$ cat src/rtl/rf_write_arbiter.sv
// ---------------------------------------------------------------------------
// rf_write_arbiter
//
// Arbitrates the single register-file write port between the pipeline
// writeback path (WB, never back-pressured, highest priority) and a
// multi-cycle unit (MD) whose results are buffered in a 2-entry FIFO.
// A 32-bit scoreboard tracks registers with an outstanding multi-cycle
// write, and a sticky error flag records protocol violations.
//
// Optional feature: define RF_ARB_STARVE_GUARD_EN to enable the starvation
// guard. A FIFO head that has waited 4 cycles behind WB is then forced out
// in a cycle where stall_req=1 tells the pipeline to hold off WB.
// Without the macro, stall_req is tied to 0 and the FIFO head waits for WB
// to go idle.
//
// Ports
//   clk            clock; all state updates on its rising edge
//   rst            synchronous active-high reset
//   wb_valid/addr/data      writeback request (no ready)
//   md_valid/addr/data      multi-cycle result, transferred on valid & ready
//   md_ready       FIFO not full (combinational from FIFO count only)
//   md_issue/md_issue_addr  multi-cycle op dispatched to md_issue_addr
//   WE3/A3/WD3     registered register-file write port
//   busy_vec       registered scoreboard, bit n = register n pending
//   stall_req      registered, pipeline must hold wb_valid=0
//   err            registered, sticky protocol-violation flag
// ---------------------------------------------------------------------------
module rf_write_arbiter (
    input  logic        clk,
    input  logic        rst,
    input  logic        wb_valid,
    input  logic [4:0]  wb_addr,
    input  logic [31:0] wb_data,
    input  logic        md_valid,
    input  logic [4:0]  md_addr,
    input  logic [31:0] md_data,
    output logic        md_ready,
    input  logic        md_issue,
    input  logic [4:0]  md_issue_addr,
    output logic        WE3,
    output logic [4:0]  A3,
    output logic [31:0] WD3,
    output logic [31:0] busy_vec,
    output logic        stall_req,
    output logic        err
);

    // -----------------------------------------------------------------------
    // 2-entry FIFO
    // -----------------------------------------------------------------------
    logic [4:0]  r_fifo_addr [2];
    logic [31:0] r_fifo_data [2];
    logic        r_rd_ptr;
    logic        r_wr_ptr;
    logic [1:0]  r_count;

    logic        w_empty;
    logic        w_push;
    logic        w_pop;
    logic [4:0]  w_head_addr;
    logic [31:0] w_head_data;

    logic        w_force;     // starvation guard forces the FIFO head out
    logic        w_wb_viol;   // wb_valid while stall_req (guard build only)
    logic        w_wb_win;

    logic        r_we3;
    logic [4:0]  r_a3;
    logic [31:0] r_wd3;
    logic [31:0] r_busy;
    logic [31:0] w_busy_nxt;
    logic        r_err;
    logic        w_err_now;

    assign w_empty     = (r_count == 2'd0);
    assign md_ready    = (r_count != 2'd2);
    assign w_push      = md_valid && md_ready;
    assign w_head_addr = r_fifo_addr[r_rd_ptr];
    assign w_head_data = r_fifo_data[r_rd_ptr];

    // WB wins unless it targets r0 or the starvation guard is forcing the head.
    assign w_wb_win = wb_valid && (wb_addr != 5'd0) && !w_force;
    // The head leaves whenever WB does not win; an r0 head is popped silently.
    assign w_pop    = !w_empty && !w_wb_win;

    // NOTE: FIFO storage has no reset; emptiness is defined by r_count and the
    // pointers, so stale payload is never observable and needs no clearing.
    always_ff @(posedge clk) begin
        if (w_push) begin
            r_fifo_addr[r_wr_ptr] <= md_addr;
            r_fifo_data[r_wr_ptr] <= md_data;
        end
    end

    // NOTE: sequential state uses non-blocking assignments so every register
    // samples pre-edge values regardless of statement order.
    always_ff @(posedge clk) begin
        if (rst) begin
            r_rd_ptr <= 1'b0;
            r_wr_ptr <= 1'b0;
            r_count  <= 2'd0;
        end else begin
            if (w_push) r_wr_ptr <= ~r_wr_ptr;
            if (w_pop)  r_rd_ptr <= ~r_rd_ptr;
            case ({w_push, w_pop})
                2'b10:   r_count <= r_count + 2'd1;
                2'b01:   r_count <= r_count - 2'd1;
                default: r_count <= r_count;
            endcase
        end
    end

    // -----------------------------------------------------------------------
    // Starvation guard
    // -----------------------------------------------------------------------
`ifdef RF_ARB_STARVE_GUARD_EN
    logic [2:0] r_starve_cnt;
    logic [2:0] w_starve_cnt_nxt;
    logic       r_stall;

    // NOTE: every signal written in always_comb gets a default first, so no
    // path through the block can infer a latch.
    always_comb begin
        w_starve_cnt_nxt = 3'd0;
        if (!w_empty && !w_pop)
            w_starve_cnt_nxt = r_starve_cnt + 3'd1;
    end

    // stall_req is registered off the next count, so it is high in exactly
    // the cycle the counter reads 4; the forced pop then clears the counter.
    always_ff @(posedge clk) begin
        if (rst) begin
            r_starve_cnt <= 3'd0;
            r_stall      <= 1'b0;
        end else begin
            r_starve_cnt <= w_starve_cnt_nxt;
            r_stall      <= (w_starve_cnt_nxt == 3'd4);
        end
    end

    assign w_force   = r_stall;
    assign w_wb_viol = wb_valid && r_stall;
    assign stall_req = r_stall;
`else
    assign w_force   = 1'b0;
    assign w_wb_viol = 1'b0;
    assign stall_req = 1'b0;
`endif

    // -----------------------------------------------------------------------
    // Register-file write port
    // -----------------------------------------------------------------------
    always_ff @(posedge clk) begin
        if (rst) begin
            r_we3 <= 1'b0;
            r_a3  <= 5'd0;
            r_wd3 <= 32'd0;
        end else if (w_wb_win) begin
            r_we3 <= 1'b1;
            r_a3  <= wb_addr;
            r_wd3 <= wb_data;
        end else if (w_pop && (w_head_addr != 5'd0)) begin
            r_we3 <= 1'b1;
            r_a3  <= w_head_addr;
            r_wd3 <= w_head_data;
        end else begin
            r_we3 <= 1'b0;
        end
    end

    assign WE3 = r_we3;
    assign A3  = r_a3;
    assign WD3 = r_wd3;

    // -----------------------------------------------------------------------
    // Scoreboard: clear on grant of the FIFO head, then set so set wins.
    // -----------------------------------------------------------------------
    always_comb begin
        w_busy_nxt = r_busy;
        if (w_pop)
            w_busy_nxt[w_head_addr] = 1'b0;
        if (md_issue && (md_issue_addr != 5'd0))
            w_busy_nxt[md_issue_addr] = 1'b1;
    end

    always_ff @(posedge clk) begin
        if (rst) r_busy <= 32'd0;
        else     r_busy <= w_busy_nxt;
    end

    assign busy_vec = r_busy;

    // -----------------------------------------------------------------------
    // Sticky protocol error
    // -----------------------------------------------------------------------
    assign w_err_now = (md_issue && (md_issue_addr != 5'd0) && r_busy[md_issue_addr])
                     || (w_push && (md_addr != 5'd0) && !r_busy[md_addr])
                     || w_wb_viol;

    always_ff @(posedge clk) begin
        if (rst)            r_err <= 1'b0;
        else if (w_err_now) r_err <= 1'b1;
    end

    assign err = r_err;

endmodule

$ cat config.mk
export PLATFORM = sky130hd
export DESIGN_NAME = rf_write_arbiter
export DESIGN_NICKNAME = d
export VERILOG_FILES = /design/src/rtl/rf_write_arbiter.sv
export SDC_FILE = /design/constraint.sdc
export NUM_CORES = 1
export LEC_CHECK = 0
export ABC_CLOCK_PERIOD_IN_PS = 3800
export CORE_ASPECT_RATIO = 0.75
export CORE_MARGIN = 5
export CORE_UTILIZATION = 30
export DETAILED_ROUTE_END_ITERATION = 8
export PLACE_DENSITY = 0.52
export SLEW_MARGIN = 20
export SYNTH_ARGS = -nofsm -noshare
export SYNTH_HDL_FRONTEND = slang
export SYNTH_SLANG_ARGS = --single-unit
$ cat constraint.sdc
create_clock -name clk -period 3.8 [get_ports clk]
set_clock_uncertainty 0.15 [all_clocks]
set_input_delay 0.57 -clock clk [delete_from_list [all_inputs] [get_ports clk]]
set_output_delay 0.57 -clock clk [all_outputs]
set_load 0.1 [all_outputs]
Word level (Yosys, flattened, before mapping)

Memories as Yosys holds them, arrays and structs flattened. A register that Yosys moved wholly into a read port is not among the register bits.
Cells that the tools add are included.

$add $sub $neg: 2
Multiply operators: 0
Divide/modulo/power cells: 0
Magnitude comparators: 5
Equality and inequality tests: 3
Shift-type cells: 0
Muxes and demuxes: 23
Bitwise operators: 5
Reductions and logical operators: 21

Operator list:

| cell                                                                                 | number |
|---|---|
| 32-bit 2-to-1 mux                                                                    | 4 |
| 32-bit AND                                                                           | 1 |
| 32-bit NOT                                                                           | 1 |
| 32-bit bitwise OR                                                                    | 1 |
| 5-bit nonzero test                                                                   | 4 |
| 5-bit by 6-bit < comparator with 1-bit output (second input constant)                | 3 |
| 1-bit 2-to-1 mux                                                                     | 12 |
| 1-bit binary-select mux with 5-bit select                                            | 2 |
| 1-bit demux with 5-bit select                                                        | 2 |
| 5-bit by 1-bit greater-or-equal comparator with 1-bit output (second input constant) | 2 |
| 1-bit logical AND                                                                    | 10 |
| 5-bit 2-to-1 mux                                                                     | 2 |
| 2-bit one-hot mux with 2 select lines                                                | 1 |
| 2-bit nonzero test                                                                   | 2 |
| 1-bit zero test                                                                      | 3 |
| 2-bit by 1-bit adder with 2-bit output (second input constant)                       | 1 |
| 2-bit by 1-bit == test with 1-bit output (second input constant)                     | 1 |
| 2-bit == test (second input constant)                                                | 1 |
| 2-bit zero test                                                                      | 1 |
| 2-bit != test (second input constant)                                                | 1 |
| 1-bit NOT                                                                            | 2 |
| 2-bit by 1-bit subtractor with 2-bit output (second input constant)                  | 1 |
| 1-bit logical OR                                                                     | 1 |

Flip-flop bits (word level): 75
Latch bits: 0
Bits in writable memories: 74
Memory bits (read-only): 0
Output and inout port bits: 73
Memories: 2

Memories:

| memory      | depth | bits a word | rd ports | clocked after Yosys merged registers in | write ports | RTL line | text |
|---|---|---|---|---|---|---|---|
| r_fifo_data | 2     | 32          | 1        | 1                                       | 1           | 52       | `logic [31:0] r_fifo_data [2];` |
| r_fifo_addr | 2     | 5           | 1        | 1                                       | 1           | 51       | `logic [4:0] r_fifo_addr [2];` |

Depth between registers and ports, before layout

Gate-level depths: netlist of run 1.

Depth in word-level cells: 9
Mapped depth: 8
Depth with buffers taken out: 7

Least setup slack after synthesis of run 1

Ideal clock, no wire load.

Kind: register to register
Start point: register r_count[0]
End point: memory r_fifo_addr[0][0], enable pin
Library setup time: 0.431 ns
Arrival time: 3.092 ns
Data required time: 3.219 ns
Slack: 0.127 ns
Cell stages (with the launch flop): 4
Cells stage by stage: dfxtp_1 nand2b_1 nand2_1 nor2_1

Word-level cells in the longest chain between the ends: 4

Ends and longest elaborated chain:

| what                                   | RTL line | text |
|---|---|---|
| from (decl)                            | 55       | `logic [1:0] r_count;` |
| from (signal assigned)                 | 106      | `2'b10: r_count <= r_count + 2'd1;` |
| from (signal assigned)                 | 107      | `2'b01: r_count <= r_count - 2'd1;` |
| from (signal assigned)                 | 108      | `default: r_count <= r_count;` |
| 2-bit != test                          | 76       | `assign md_ready = (r_count != 2'd2);` |
| via md_ready                           | 37       | `output logic md_ready,` |
| 1-bit logical AND                      | 77       | `assign w_push = md_valid && md_ready;` |
| 1-bit 2-to-1 mux                       | 89       | `if (w_push) begin` |
| 1-bit 2-to-1 mux (not written as such) | 90       | `r_fifo_addr[r_wr_ptr] <= md_addr;` |
| to (decl)                              | 51       |  |

The timed path passes the listed nets, and every way through them passes these cells.

==> results.yml, run 1 <==
timing:
  slew_headroom_pct: 29.1
  fin_crit_sh_pct: 75.2
  fmax_ghz: 0.350
  hold_viol_final: 0
  fin_ws_ps: 941
  final.setup.tns_ps: 0
  slew_violations: 0
  min_period_ps: 2860
  setup_viol: 0
  worst_pin_slew_ps: 1060
  rsz0062_at_grt: "false"
clock_network:
  cts_made_buffers: 17
  cts-resized-gates: 0
  cts_tree: "built"
  cts_setup_buffers: 0
  clk_latency_ps: 420
  cts-htree-levels: 4
  cts.sinks: 150
  cts_max_path_buffers: 2
  clk_pin_slew_worst_paths_ps: 60
  cts_hold_buf: 0
  root_buffer: "clkbuf_16"
hold_path:
  min-delay-start: "r_rd_ptr"
  worst_hold_path_type: "flip-flop to flip-flop"
  min_path_cells: 2
logic_synthesis:
  synth_area_um2: 6470
  ys_ff_latch: 150
  syn_inst: 585
  ys_top_cells_by_count: "77 x nand2_1, 76 x dfxtp_1, 74 x edfxtp_1, 71 x a21oi_1, 41 x nand3_1"
  synth.most_common_cell: "nand2_1"
  yosys.cell_types.count: 43
  ys_async_sr_fraction_pct: 0
  synth-main-ff-cell: "dfxtp_1"
  synth_top_cell_by_area: "edfxtp_1"
  ys_warn_count: 0
  netlist_top_cells_area: "edfxtp_1 34%, dfxtp_1 23%, mux2i_1 5.9%, mux4_2 5.6%, a21oi_1 5.5%"
  synth-edff-count: 74
  yosysTopAreaCellShare_pct: 34.3
  syn-num-nets: 670
  syn_area_per_cell_um2: 11.1
  synth_seq_area_share_pct: 57.8
placement:
  placed_cells: 993
  hpwl_um: 13800
  pre_cts_slack_ps: 643
  place.gp.congestion: 0.830
  portBuffers: 155
global_routing:
  grt_use_total_pct: 15.6
  antenna_found_initial: 0
  overflow: 0
  grt_first_pass_wirelength_um: 30000
  grt_max_degree: 45
  grt_pass1_vias: 5233
pwr:
  clkPwrFrac_pct: 27.2
  p_sw_uw: 2380
  p_comb_share_pct: 37.6
  ir_drop_mv: 0.354
  sequentialPowerShare_pct: 35.2
  power_density_nw_per_um2: 672
  p_int_uw: 3590
  swShare_pct: 39.8
  leakage_uw: 0.00291
final_layout:
  nNetsFinal: 809
  drive_gt1_share_pct: 9.50
  diodes: 0
  area_delta_synth_final_pct: 37.1
  final_cells: 1025
critical_path:
  path_max_fanout: 38
  start_kind: "flip-flop"
  cp.arrival_ps: 2970
  crit_path_end_kind: "flip-flop"
  setup.worst_path.class: "flip-flop to flip-flop"
  r2r_cells: 7
  required_ps: 3910
  ff2ff_setup_slack_ps: 940
  r2r-end: "WD3[25]"
routing:
  vias: 5136
  drc: 0
  drt_iter0_drc: 468
  routedWlPerCell_um: 18.7
  ant_nets: 0
  wirelength_um: 19100
  drtPass1Iterations: 6
  vias_per_cell: 5.01
status:
  status: "complete, no violations"
floorplanning:
  die_y_um: 137
  core_area_um2: 21200
  die_x_um: 180
  io-pin-count: 157
  rows: 46
  dieArea_um2: 24700
  initial_core_util_pct: 30.6
run:
  cap_violations: 0
sequential cells by signal, summed over array words and instances (netlist names), named ones only:
register and count:
r_count 2, r_fifo_addr 10, r_rd_ptr 1, WD3 32
r_wr_ptr 1, r_fifo_data 64, A3 5, err 1
WE3 1, busy_vec 32
stage by stage:
step | hold slack [ps] | cell area [um2] | power [uW] | utilization [%]
CTS | 363 | 8880 | 6030 | 41.9
global placement | 330 | 8300 | 4390 | 39.2
detailed placement | 349 | 8300 | 4400 | 39.2
global route | 375 | 8880 | 6260 | 41.9
finish | 367 | 8880 | 5970 | 41.9
floorplan | 317 | 6470 | 3770 | -
how the worst max path moves through the flow:
| stage | endpoint | startpoint | cells past startpoint | slack (ps) |
|---|---|---|---|---|
| final | WD3[25] | flip-flop | 7 | 940 |
| after global routing | WD3[28] | flip-flop | 7 | 720 |
| after CTS | WD3[25] | flip-flop | 7 | 960 |
| after detailed placement | busy_vec[3] | wb_addr[1] | 7 | 640 |
| after global placement | busy_vec[27] | wb_addr[1] | 7 | 690 |
| after floorplan | r_fifo_addr[0][0] | r_count[0] | 3 | 130 |
layout by cell type, fill, tap and decap left out, types with 2 or more instances in the layout:
cell             Yosys  final
a21oi_1             71     71
a22oi_1              2      2
a31oi_1              2      2
and2_1               3      3
buf_4                3     10
clkbuf_16            0     19
clkbuf_8             0      3
clkdlybuf4s50_1      0    153
clkinv_2             0      4
clkinv_4             0      2
dfxtp_1             76     75
edfxtp_1            74     74
inv_4                0      3
mux2_2               3      3
mux2i_1             38     38
mux4_2              16     16
nand2_1             77     77
nand2b_1             4      4
nand3_1             41     41
nand4_1              8      8
nor2_1              20     19
nor2b_1              8      8
nor3_1               5      5
nor3b_1              3      3
o211ai_1            36     36
o21ai_1             31     31
xnor2_1              2      2
xor2_1               2      2
power groups by stage:
stage          Combinational (uW)  Clock (uW)  Sequential (uW)
2_1_floorplan                 955           0             2810
3_3_place_gp                 2260           0             2130
3_5_place_dp                 2260           0             2130
4_1_cts                      2270        1660             2100
5_1_grt                      2400        1730             2130
6_report                     2250        1620             2100
logic make-up after synthesis:
group	share of synthesized area [%]
other	0.0579
adders and majority gates	0.193
AOI/OAI and AO/OA	13.5
muxes	12.3
DFF	57.8
and+or+nand+nor	12.3
xor gates and xnor gates	0.541
buffers and inverters	3.23
metal layers:
| layer | GRT usage, % | wire (um) | vias up |
|---|---|---|---|
| li1 | - | - | 2454 |
| met1 | 21.2 | 8970 | 2473 |
| met2 | 23.6 | 8430 | 186 |
| met3 | 5.28 | 1440 | 23 |
| met4 | 5.08 | 310 | 0 |
| met5 | 0 | 0 | - |
area by class of cell:
type,count,area (um2)
fillers,2042,12300
flip-flops and latches,150,3740
multi-input cells,389,2560
repair buffers,165,1630
clock buffers,22,517
well taps,288,360
clock inverters,10,63.8
inverters,1,3.75
critical path: stages, from the launching register on:
cell	delay, ps
dfxtp_2	480
nor3b_1	510
o221ai_4	170
buf_4	300
and2_1	430
buf_4	340
o211ai_1	200
a21oi_1	100
Power figures use the tool's default switching activity.
==> run 2: changes to the inputs <==
- ABC_CLOCK_PERIOD_IN_PS: 3800 -> 2900
- clock period: 3.8 -> 2.9 ns (I/O delays scaled with it)
==> run 2 against run 1 <==
  * Count of clock-buffer cells in the layout down 3
  * Register-to-register slack got worse by 420 ps
  * Die area unchanged
  * Non-clock buffer count grew 18
  * Sequential power up 31%
  * Worst setup slack worse by 430 ps
  * Cell area about the same
  * Total power up 35%
  * Sequential cell count did not move
  * Clock power rose by 44%
  * Final cell count rose by 1.8%
  * First-iteration DRC count fell by 12%
  * Largest cell class unchanged
==> results.yml, run 2 (synthesis gave the netlist of run 1 again) <==
placement:
  hpwl_um: 14400
  placed_cells: 1011
  place.gp.congestion: 0.832
  portBuffers: 155
timing:
  hold_viol_final: 0
  fin_crit_sh_pct: 82.5
  final.setup.tns_ps: 0
  fmax_ghz: 0.418
  setup_viol: 0
  min_period_ps: 2390
  rsz0062_at_grt: "false"
  slew_violations: 0
  holdWs_ps: 372
  worst_pin_slew_ps: 793
  slew_headroom_pct: 46.9
critical_path:
  required_ps: 3020
  path_max_fanout: 26
  crit_path_end_kind: "flip-flop"
  setup.worst_path.class: "primary input to flip-flop"
  critPathCapture: "busy_vec[11]"
  cp.arrival_ps: 2510
  r2r_cells: 6
  ff2ff_setup_slack_ps: 520
  r2r-end: "WD3[14]"
  start_kind: "primary input"
  critPathLaunch: "wb_addr[1]"
global_routing:
  grt_pass1_vias: 5466
  antenna_found_initial: 3
  overflow: 0
  grt_use_total_pct: 16.1
  grt_max_degree: 38
  grt_first_pass_wirelength_um: 31000
routing:
  routedWlPerCell_um: 19.0
  vias_per_cell: 5.05
  ant_nets: 0
  drtPass1Iterations: 5
  drc: 0
  wirelength_um: 19800
  vias: 5263
  drt_iter0_drc: 410
final_layout:
  final_core_util_pct: 41.9
  final_cells: 1043
  drive_gt1_share_pct: 21.1
  largest_register: "r_fifo_data"
  nFillCells: 2079
  nNetsFinal: 827
  multi_input_area_um2: 2560
  diodes: 0
  largest_reg_flops: 64
  final_common_cell: "buf_4"
  register_area_um2: 3740
  area_delta_synth_final_pct: 37.2
  layout_common_cells: "99 x buf_4, 82 x clkdlybuf4s50_1, 77 x nand2_1, 75 x dfxtp_1, 74 x edfxtp_1"
clock_network:
  cts.sinks: 150
  cts_max_path_buffers: 2
  cts_setup_buffers: 0
  cts_made_buffers: 17
  clk_pin_slew_worst_paths_ps: 70
  root_buffer: "clkbuf_16"
  cts_tree: "built"
  cts-resized-gates: 0
  clk_latency_ps: 410
  cts_hold_buf: 0
  cts-htree-levels: 4
pwr:
  p_comb_share_pct: 36.9
  p_int_uw: 4890
  p_sw_uw: 3190
  ir_drop_mv: 0.530
  swShare_pct: 39.5
  clkPwrFrac_pct: 29.0
  power_density_nw_per_um2: 909
  leakage_uw: 0.00315
  sequentialPowerShare_pct: 34.2
hold_path:
  worst_hold_path_type: "flip-flop to flip-flop"
floorplanning:
  initial_core_util_pct: 30.6
  io-pin-count: 157
  rows: 46
  die_y_um: 137
  core_area_um2: 21200
  dieArea_um2: 24700
  die_x_um: 180
status:
  status: "complete, no violations"
run:
  cap_violations: 0
[run 2: worst min-delay path by stage]
stage                             from           end  slack, ps  depth (start not counted)
after detailed placement  busy_vec[23]  busy_vec[23]        360                          2
after global routing       busy_vec[0]   busy_vec[0]        390                          1
after global placement      r_count[1]    r_count[1]        350                          2
final                     busy_vec[23]  busy_vec[23]        370                          2
after CTS                 busy_vec[23]  busy_vec[23]        380                          2
after floorplan             r_count[1]    r_count[1]        320                          2
[run 2: power by group through the flow]
stage,logic (uW),clock network (uW),registers [uW]
after floorplan,1260,0,3680
after global placement,2970,0,2790
after detailed placement,2990,0,2800
after CTS,3010,2390,2760
after global routing,3170,2480,2800
final,2980,2340,2760
[run 2: routing by layer]
| metal | global-route usage (%) | part of all wire (%) |
|---|---|---|
| met1 | 21.8 | 46 |
| met2 | 24.4 | 44 |
| met3 | 5.78 | 8.5 |
| met4 | 4.82 | 1.4 |
| met5 | 0 | 0.17 |
[run 2: cell type report]
type,count,area share [%]
inverter,1,0.0422
sequential,150,42.1
tap,288,4.06
clock inverter,13,1.87
multi-input combinational,389,28.8
timing repair buffer,183,17.9
clock buffer,19,5.22
[run 2: critical path, cell delays in order]
cell	delay [ps]
clkdlybuf4s50_1	430
or4_1	600
o21ai_4	150
buf_4	320
nand4_1	250
o21ai_1	210
a21oi_1	100
[run 2: metrics by stage]
| step | area, um2 | total power (uW) | setup WS, ps |
|---|---|---|---|
| after detailed placement | 8250 | 5800 | 89.6 |
| after global placement | 8250 | 5760 | 140 |
| final | 8880 | 8070 | 508 |
| after floorplan | 6480 | 4930 | 65.7 |
| after CTS | 8880 | 8150 | 469 |
| after global routing | 8880 | 8440 | 300 |
